<file path="config.mk">
export PLATFORM = sky130hd
export DESIGN_NAME = dcache_lsu
export DESIGN_NICKNAME = d
export VERILOG_FILES = /design/src/rtl/dcache_lsu.sv
export SDC_FILE = /design/constraint.sdc
export NUM_CORES = 1
export LEC_CHECK = 0
export CAP_MARGIN = 20
export CORE_AREA = 3 3 107 109
export DETAILED_ROUTE_END_ITERATION = 7
export DIE_AREA = 0 0 110 112
export DONT_BUFFER_PORTS = 1
export PLACE_DENSITY = 0.78
export SETUP_SLACK_MARGIN = 0.3
export SYNTH_ARGS = -nofsm -noshare
export SYNTH_HDL_FRONTEND = slang
export SYNTH_SLANG_ARGS = --single-unit
</file>
<file path="constraint.sdc">
create_clock -name clk -period 2.55 [get_ports clk]
set_clock_uncertainty 0.15 [all_clocks]
set_input_delay 0.51 -clock clk [delete_from_list [all_inputs] [get_ports clk]]
set_output_delay 0.51 -clock clk [all_outputs]
set_load 0.01 [all_outputs]
</file>
<file path="src/rtl/dcache_lsu.sv">
// rtl/dcache_lsu.sv - load/store unit driving a single-port word dcache
// Handles byte/half/word loads with extension and sub-word stores via read-modify-write.
module dcache_lsu #(
  parameter int DEPTH = 128
) (
  input  logic        clk,
  input  logic        rst_n,
  input  logic        req_valid,
  output logic        req_ready,
  input  logic        req_we,
  input  logic [1:0]  req_size,
  input  logic        req_unsigned,
  input  logic [31:0] req_addr,
  input  logic [31:0] req_wdata,
  output logic        resp_valid,
  output logic [31:0] resp_rdata,
  output logic        resp_err,
  output logic [31:0] cache_addr,
  output logic [31:0] cache_wr_data,
  output logic        cache_wr_en,
  input  logic [31:0] cache_rd_data
);

  localparam int IW = $clog2(DEPTH);

  typedef enum logic [1:0] {
    IDLE  = 2'd0,
    READ  = 2'd1,
    WRITE = 2'd2,
    DONE  = 2'd3
  } state_e;

  state_e      state_q, state_d;
  logic [IW-1:0] idx_q, idx_d;
  logic [1:0]  lane_q, lane_d;
  logic [1:0]  size_q, size_d;
  logic        we_q, we_d;
  logic        uns_q, uns_d;
  logic [15:0] wdata_q, wdata_d;
  logic        err_q, err_d;
  logic [31:0] rdata_q, rdata_d;
  logic [31:0] wr_data_q, wr_data_d;

  logic        misaligned;
  logic [7:0]  byte_sel;
  logic [15:0] half_sel;
  logic [31:0] load_val;
  logic [31:0] merged;

  // Bits above the word index are dropped so the index wraps modulo DEPTH.
  logic unused_addr;
  assign unused_addr = ^req_addr[31:IW+2];

  assign misaligned = ((req_size == 2'b01) && req_addr[0]) ||
                      (req_size[1] && (req_addr[1:0] != 2'b00));

  always_comb begin
    byte_sel = 8'h00;
    case (lane_q)
      2'd0:    byte_sel = cache_rd_data[7:0];
      2'd1:    byte_sel = cache_rd_data[15:8];
      2'd2:    byte_sel = cache_rd_data[23:16];
      default: byte_sel = cache_rd_data[31:24];
    endcase
    half_sel = lane_q[1] ? cache_rd_data[31:16] : cache_rd_data[15:0];

    load_val = cache_rd_data;
    if (size_q == 2'b00)
      load_val = {{24{~uns_q & byte_sel[7]}}, byte_sel};
    else if (size_q == 2'b01)
      load_val = {{16{~uns_q & half_sel[15]}}, half_sel};

    merged = cache_rd_data;
    if (size_q == 2'b00)
      merged[{lane_q, 3'b000} +: 8] = wdata_q[7:0];
    else
      merged[{lane_q[1], 4'b0000} +: 16] = wdata_q;
  end

  always_comb begin
    state_d   = state_q;
    idx_d     = idx_q;
    lane_d    = lane_q;
    size_d    = size_q;
    we_d      = we_q;
    uns_d     = uns_q;
    wdata_d   = wdata_q;
    err_d     = err_q;
    rdata_d   = rdata_q;
    wr_data_d = wr_data_q;

    case (state_q)
      IDLE: begin
        if (req_valid) begin
          idx_d   = req_addr[IW+1:2];
          lane_d  = req_addr[1:0];
          size_d  = req_size;
          we_d    = req_we;
          uns_d   = req_unsigned;
          wdata_d = req_wdata[15:0];
          err_d   = misaligned;
          rdata_d = 32'h0;
          if (misaligned) begin
            state_d = DONE;
          end else if (req_we && req_size[1]) begin
            wr_data_d = req_wdata;
            state_d   = WRITE;
          end else begin
            state_d = READ;
          end
        end
      end
      READ: begin
        if (we_q) begin
          wr_data_d = merged;
          state_d   = WRITE;
        end else begin
          rdata_d = load_val;
          state_d = DONE;
        end
      end
      WRITE:   state_d = DONE;
      default: state_d = IDLE;
    endcase
  end

  always_ff @(posedge clk or negedge rst_n) begin
    if (!rst_n) begin
      state_q   <= IDLE;
      idx_q     <= '0;
      lane_q    <= 2'b00;
      size_q    <= 2'b00;
      we_q      <= 1'b0;
      uns_q     <= 1'b0;
      wdata_q   <= 16'h0;
      err_q     <= 1'b0;
      rdata_q   <= 32'h0;
      wr_data_q <= 32'h0;
    end else begin
      state_q   <= state_d;
      idx_q     <= idx_d;
      lane_q    <= lane_d;
      size_q    <= size_d;
      we_q      <= we_d;
      uns_q     <= uns_d;
      wdata_q   <= wdata_d;
      err_q     <= err_d;
      rdata_q   <= rdata_d;
      wr_data_q <= wr_data_d;
    end
  end

  assign req_ready     = (state_q == IDLE);
  assign resp_valid    = (state_q == DONE);
  assign resp_err      = (state_q == DONE) && err_q;
  assign resp_rdata    = rdata_q;
  assign cache_addr    = {{(32-IW){1'b0}}, idx_q};
  assign cache_wr_data = wr_data_q;
  // Decoded from the state register, so an asynchronous reset kills the strobe at once.
  assign cache_wr_en   = (state_q == WRITE);

endmodule
</file>
Yosys cells after proc, flatten, opt, wreduce, memory -nomap -nowiden
Cells that the tools add are included.
Widths: inputs -> output; s select.
Word-level totals
  word-level logic and storage cells: 64
  bits of input ports: 103
  bits in registers: 96
Cells by class
  reductions and logical operators: 13
  add/subtract/negate cells: 2
  bitwise operators: 3
  equal/unequal tests: 12
  multiplexer cells: 20
  shifts and indexed selects: 4
Operators by type and width (count)
  $mux 32: 9
  $pmux 32 s2: 2
  $bwmux 32: 2
  $shift 16x7->32 const A: 1
  $shift 8x7->32 const A: 1
  $shiftx 16x7->32: 1
  $shiftx 8x7->32: 1
  $pmux 8 s3: 1
  $mux 16: 1
  $neg 5->7: 2
  $eq 2x1->1 const B: 4
  $ne 2x2->1 const B: 4
  $eq 2x2->1 const B: 3
  $logic_not 2->1: 3
  $mux 2: 3
  $pmux 2 s3: 1
  $reduce_and 5->1: 1
  $logic_and 1x1->1: 4
  $reduce_bool 2->1: 2
  $reduce_and 3->1: 1
  $and 1x1->1: 2
  $ne 2x1->1 const B: 1
  $reduce_and 2->1: 1
  $logic_or 1x1->1: 1
  other kinds (2): 2

Depth between registers and ports, before layout
  word-level depth: 6
  gate-level depth with buffers: 10

Least setup slack after synthesis
No wires, ideal clock.
  path type: flip-flop to flip-flop
  start point: reg lane_q[0]
  end point: reg wr_data_q[10] (netlist: cache_wr_data[10])
  period minus slack after synthesis: 2505 ps
  required time: 2318 ps
  slack: 45 ps
  setup time: 82 ps
  arrival: 2273 ps
  stages on the path, launching flop included: 11
  cell sequence: dfrtp_1 -> buf_2 -> clkbuf_1 -> inv_1 -> ha_1 -> buf_2 -> or3b_1 -> buf_2 -> o221ai_1 -> nand3_1 -> a31oi_1
On the way
  longest elaborated chain between the ends: 6
RTL lines
  start: declaration: RTL line 35  | logic [1:0] lane_q, lane_d;
  start signal: assignment: RTL line 142  | lane_q <= lane_d;
  $neg 5->7 *: RTL line 75  | merged[{lane_q, 3'b000} +: 8] = wdata_q[7:0];
  $shiftx 8x7->32 / $shift 8x7->32 (equally long branches): RTL line 75
  $bwmux 32 *: RTL line 75
  $mux 32 *: RTL line 74  | if (size_q == 2'b00)
  $mux 32 *: RTL line 114  | if (we_q) begin
  $pmux 32 s2 *: RTL line 92  | case (state_q)
  end signal: assignment: RTL line 149  | wr_data_q <= wr_data_d;
  end: declaration: RTL line 42  | logic [31:0] wr_data_q, wr_data_d;
Mark *: on every way between the ends. The rest lies on a longest branch, timed or not. The select of a mux whose other input is x is not followed.
A chain may end at the register's enable or synchronous reset.

Worst setup path in the final report
  start point: reg lane_q[0]
  end point: reg rdata_q[4] (netlist: resp_rdata[4])
On the way
  longest elaborated chain between the ends: 5
RTL lines
  $eq 2x2->1, or another cell as far along: RTL line 59  | case (lane_q)
  $pmux 8 s3 *: RTL line 59
  $mux 32 *: RTL line 68  | if (size_q == 2'b00)
  $mux 32 *: RTL line 114
  $pmux 32 s2 *: RTL line 92
  end signal: assignment: RTL line 148  | rdata_q <= rdata_d;
  end: declaration: RTL line 41  | logic [31:0] rdata_q, rdata_d;
Marked as above.

==> metrics.cfg <==
[outcome]
outcome = finished, violations left
violations = hold timing

[sta]
max_slew_margin_pct = 65.2
fin_crit_sh_pct = 83.8
holdWs_ps = -350
hold_violations = 96
tightest_slew_ps = 521
setup_viol = 0
max_freq_mhz = 468
fin_tns_setup_ps = 0
maxSlewViolCount = 0
period_minus_slack_ps = 2140
rsz0062_at_grt = false

[synthesis]
synth_area_leaders = dfrtp_1 (40%), mux2_2 (8.0%), buf_4 (3.1%)
ys_seq_area_share_pct = 39.7
synthCells = 637
yosys.area.top_type = dfrtp_1
synth_area_per_cell_um2 = 9.50
ys_ff_latch = 96
synth-edff-count = 0
synth_cell_types = 48
async_flop_share_pct = 100
synth_ff_type = dfrtp_1
yosysWarnings = 0
syn_area_um2 = 6050
synth_top_area_share_pct = 39.7

[detailed_routing]
detail-route-antenna-nets = 0
viasPerCell = 6.60
wl_mm = 17.5
drt_first_pass_iters = 5
drc_errors = 0
first_iter_violations = 490
drt-wirelength-per-cell_um = 23.0
routed-via-count = 5015

[critical_path]
startpoint_type = register
rr_endpoint = resp_rdata[4]$_DFFE_PN0P_
r2r_slack_ps = 410
cp_max_fo = 23
endpoint_kind = register
cp_data_required_time_ps = 2680
worstSetupPathType = reg2reg
critical_path_arrival_ps = 2270
reg2reg_depth = 7
r2r-start = lane_q[0]$_DFFE_PN0P_

[global_route]
use_met2_pct = 43.1
grt_antenna_before_repair = 0
met1_usage_pct = 36.7
top_usage_layer = met2
grt_max_degree = 97
grt_pass1_wl_mm = 26.7
grt_usage_pct = 28.2
overflow = 0
grt_pass1_vias = 4811
use_met3_pct = 7.94

[finish]
multi_input_area_um2 = 3210
final_cell_mix = dfrtp_1 (95), mux2_2 (42), inv_1 (35), nand2_1 (34), nand3_1 (31)
area_delta_synth_final_pct = 4.86
nets = 728
n_antenna_cell = 0
n_fill_cell = 933
drive_above_1_share_pct = 15.8
mostFrequentLayoutCell = dfrtp_1
seqCellArea_um2 = 2400

[floorplan]
io_pins = 203
die_h_um = 112
die-area_um2 = 12300
core_um2 = 10700
die_w_um = 110
start_util_pct = 56.6
fp-row-count = 38

[clock_tree]
cts_num_sinks = 96
clk_latency_ps = 390
htree_levels = 3
cts_root_buffer = clkbuf_8
tritoncts = done
cts_made_buffers = 9
clk_path_buf_depth = 2
path_clk_slew_ps = 100

[power_and_ir_drop]
ir_drop_mv = 0.789
power.density_nw_per_um2 = 1370
p_leak_uw = 0.00268

[placed_design]
dp_hpwl_mm = 12.4
io_buffer_count = 0
place.gp.congestion = 0.932

[run]
max-cap-violations = 0

[worst_hold_path]
min_path_type = in2async

## critical path, cell delays in order, from the launching register on
cell and delay (ps):
dfrtp_1 410, buf_6 180, ha_1 240, buf_6 180, a222oi_1 360, mux2_4 210, nand2_1 80, a22o_1 220
## flip-flops by register name, summed over array words and instances, names as in the netlist
signal         cells
cache_wr_data     32
resp_rdata        32
wdata_q           16
idx_q              7
lane_q             2
size_q             2
state_q            2
err_q              1
uns_q              1
we_q               1
## layout make-up
| type | instances | area share (%) |
|---|---|---|
| Inverter | 36 | 2.13 |
| Tap cell | 140 | 2.76 |
| Clock inverter | 4 | 0.434 |
| Multi-Input combinational cell | 448 | 50.6 |
| Timing Repair Buffer | 24 | 3.88 |
| Sequential cell | 96 | 37.9 |
| Clock buffer | 12 | 2.29 |
## worst max path at each step
stage	slack, ps	cells after the start	endpoint	from
finish	410	7	resp_rdata[4]$_DFFE_PN0P_	lane_q[0]$_DFFE_PN0P_
floorplan	300	10	cache_wr_data[10]$_DFFE_PN0P_	lane_q[0]$_DFFE_PN0P_
CTS	290	7	cache_wr_data[20]$_DFFE_PN0P_	state_q[1]$_DFFE_PN0P_
detailed placement	300	6	cache_wr_data[11]$_DFFE_PN0P_	lane_q[1]$_DFFE_PN0P_
global route	300	8	cache_wr_data[20]$_DFFE_PN0P_	state_q[1]$_DFFE_PN0P_
global placement	340	6	cache_wr_data[14]$_DFFE_PN0P_	lane_q[1]$_DFFE_PN0P_
## per-stage QoR
step                      instance area [um2]  utilization [%]  std cells  worst slack, ps  power, uW
after floorplan                          6170                -        661              302       6570
final                                    6350             59.3        760              413       8700
after global placement                   6050             56.5        739              339       7300
after CTS                                6220             58.2        755              285       8460
after global routing                     6350             59.3        760              303       9300
after detailed placement                 6050             56.5        739              299       7490
## cells by family (layout without fill, tap and decap cells)
group,count (synthesis),after routing,synth area share (%)
AOI/OAI and AO/OA,184,184,22.5
DFF,96,96,39.7
other,1,25,0.0619
buffers and inverters,117,76,9.45
muxes,61,61,11.0
and+or+nand+nor,168,168,15.3
adders and majority gates,10,10,2.07
## what timing repair did
item | 4_1_cts | 5_1_grt
gates resized for setup | 1 | 12
cloned | 0 | 1
endpoints found under the hold margin | 96 | 96
setup endpoints to repair | 5 | 50
setup buffers | 0 | 4
pin swaps | 1 | 2
## cells in the mapped netlist, types with 16 or more instances
library cell,count
mux2i_1,18
nand2b_1,24
nor2b_1,29
nor2_1,27
buf_4,25
nand2_1,34
o221ai_1,16
a31oi_1,29
buf_2,31
mux2_2,43
a21oi_1,17
o21ai_0,16
clkbuf_1,20
inv_1,36
o2bb2ai_1,17
nand3_1,31
dfrtp_1,96
## power breakdown
group          total, uW  switching [uW]  internal, uW  leakage [uW]
Combinational       4520            2470          2050       0.00143
Clock                932             548           384     0.0000907
Sequential          3240             968          2270       0.00117
Total               8700            3990          4710       0.00268
## routing by layer
metal	share of wire [%]	up-vias
met5	0	-
met4	3.6	0
met3	8.9	45
met2	48	249
met1	40	2473
li1	-	2248
No activity file was read; power rests on OpenSTA's default activity.
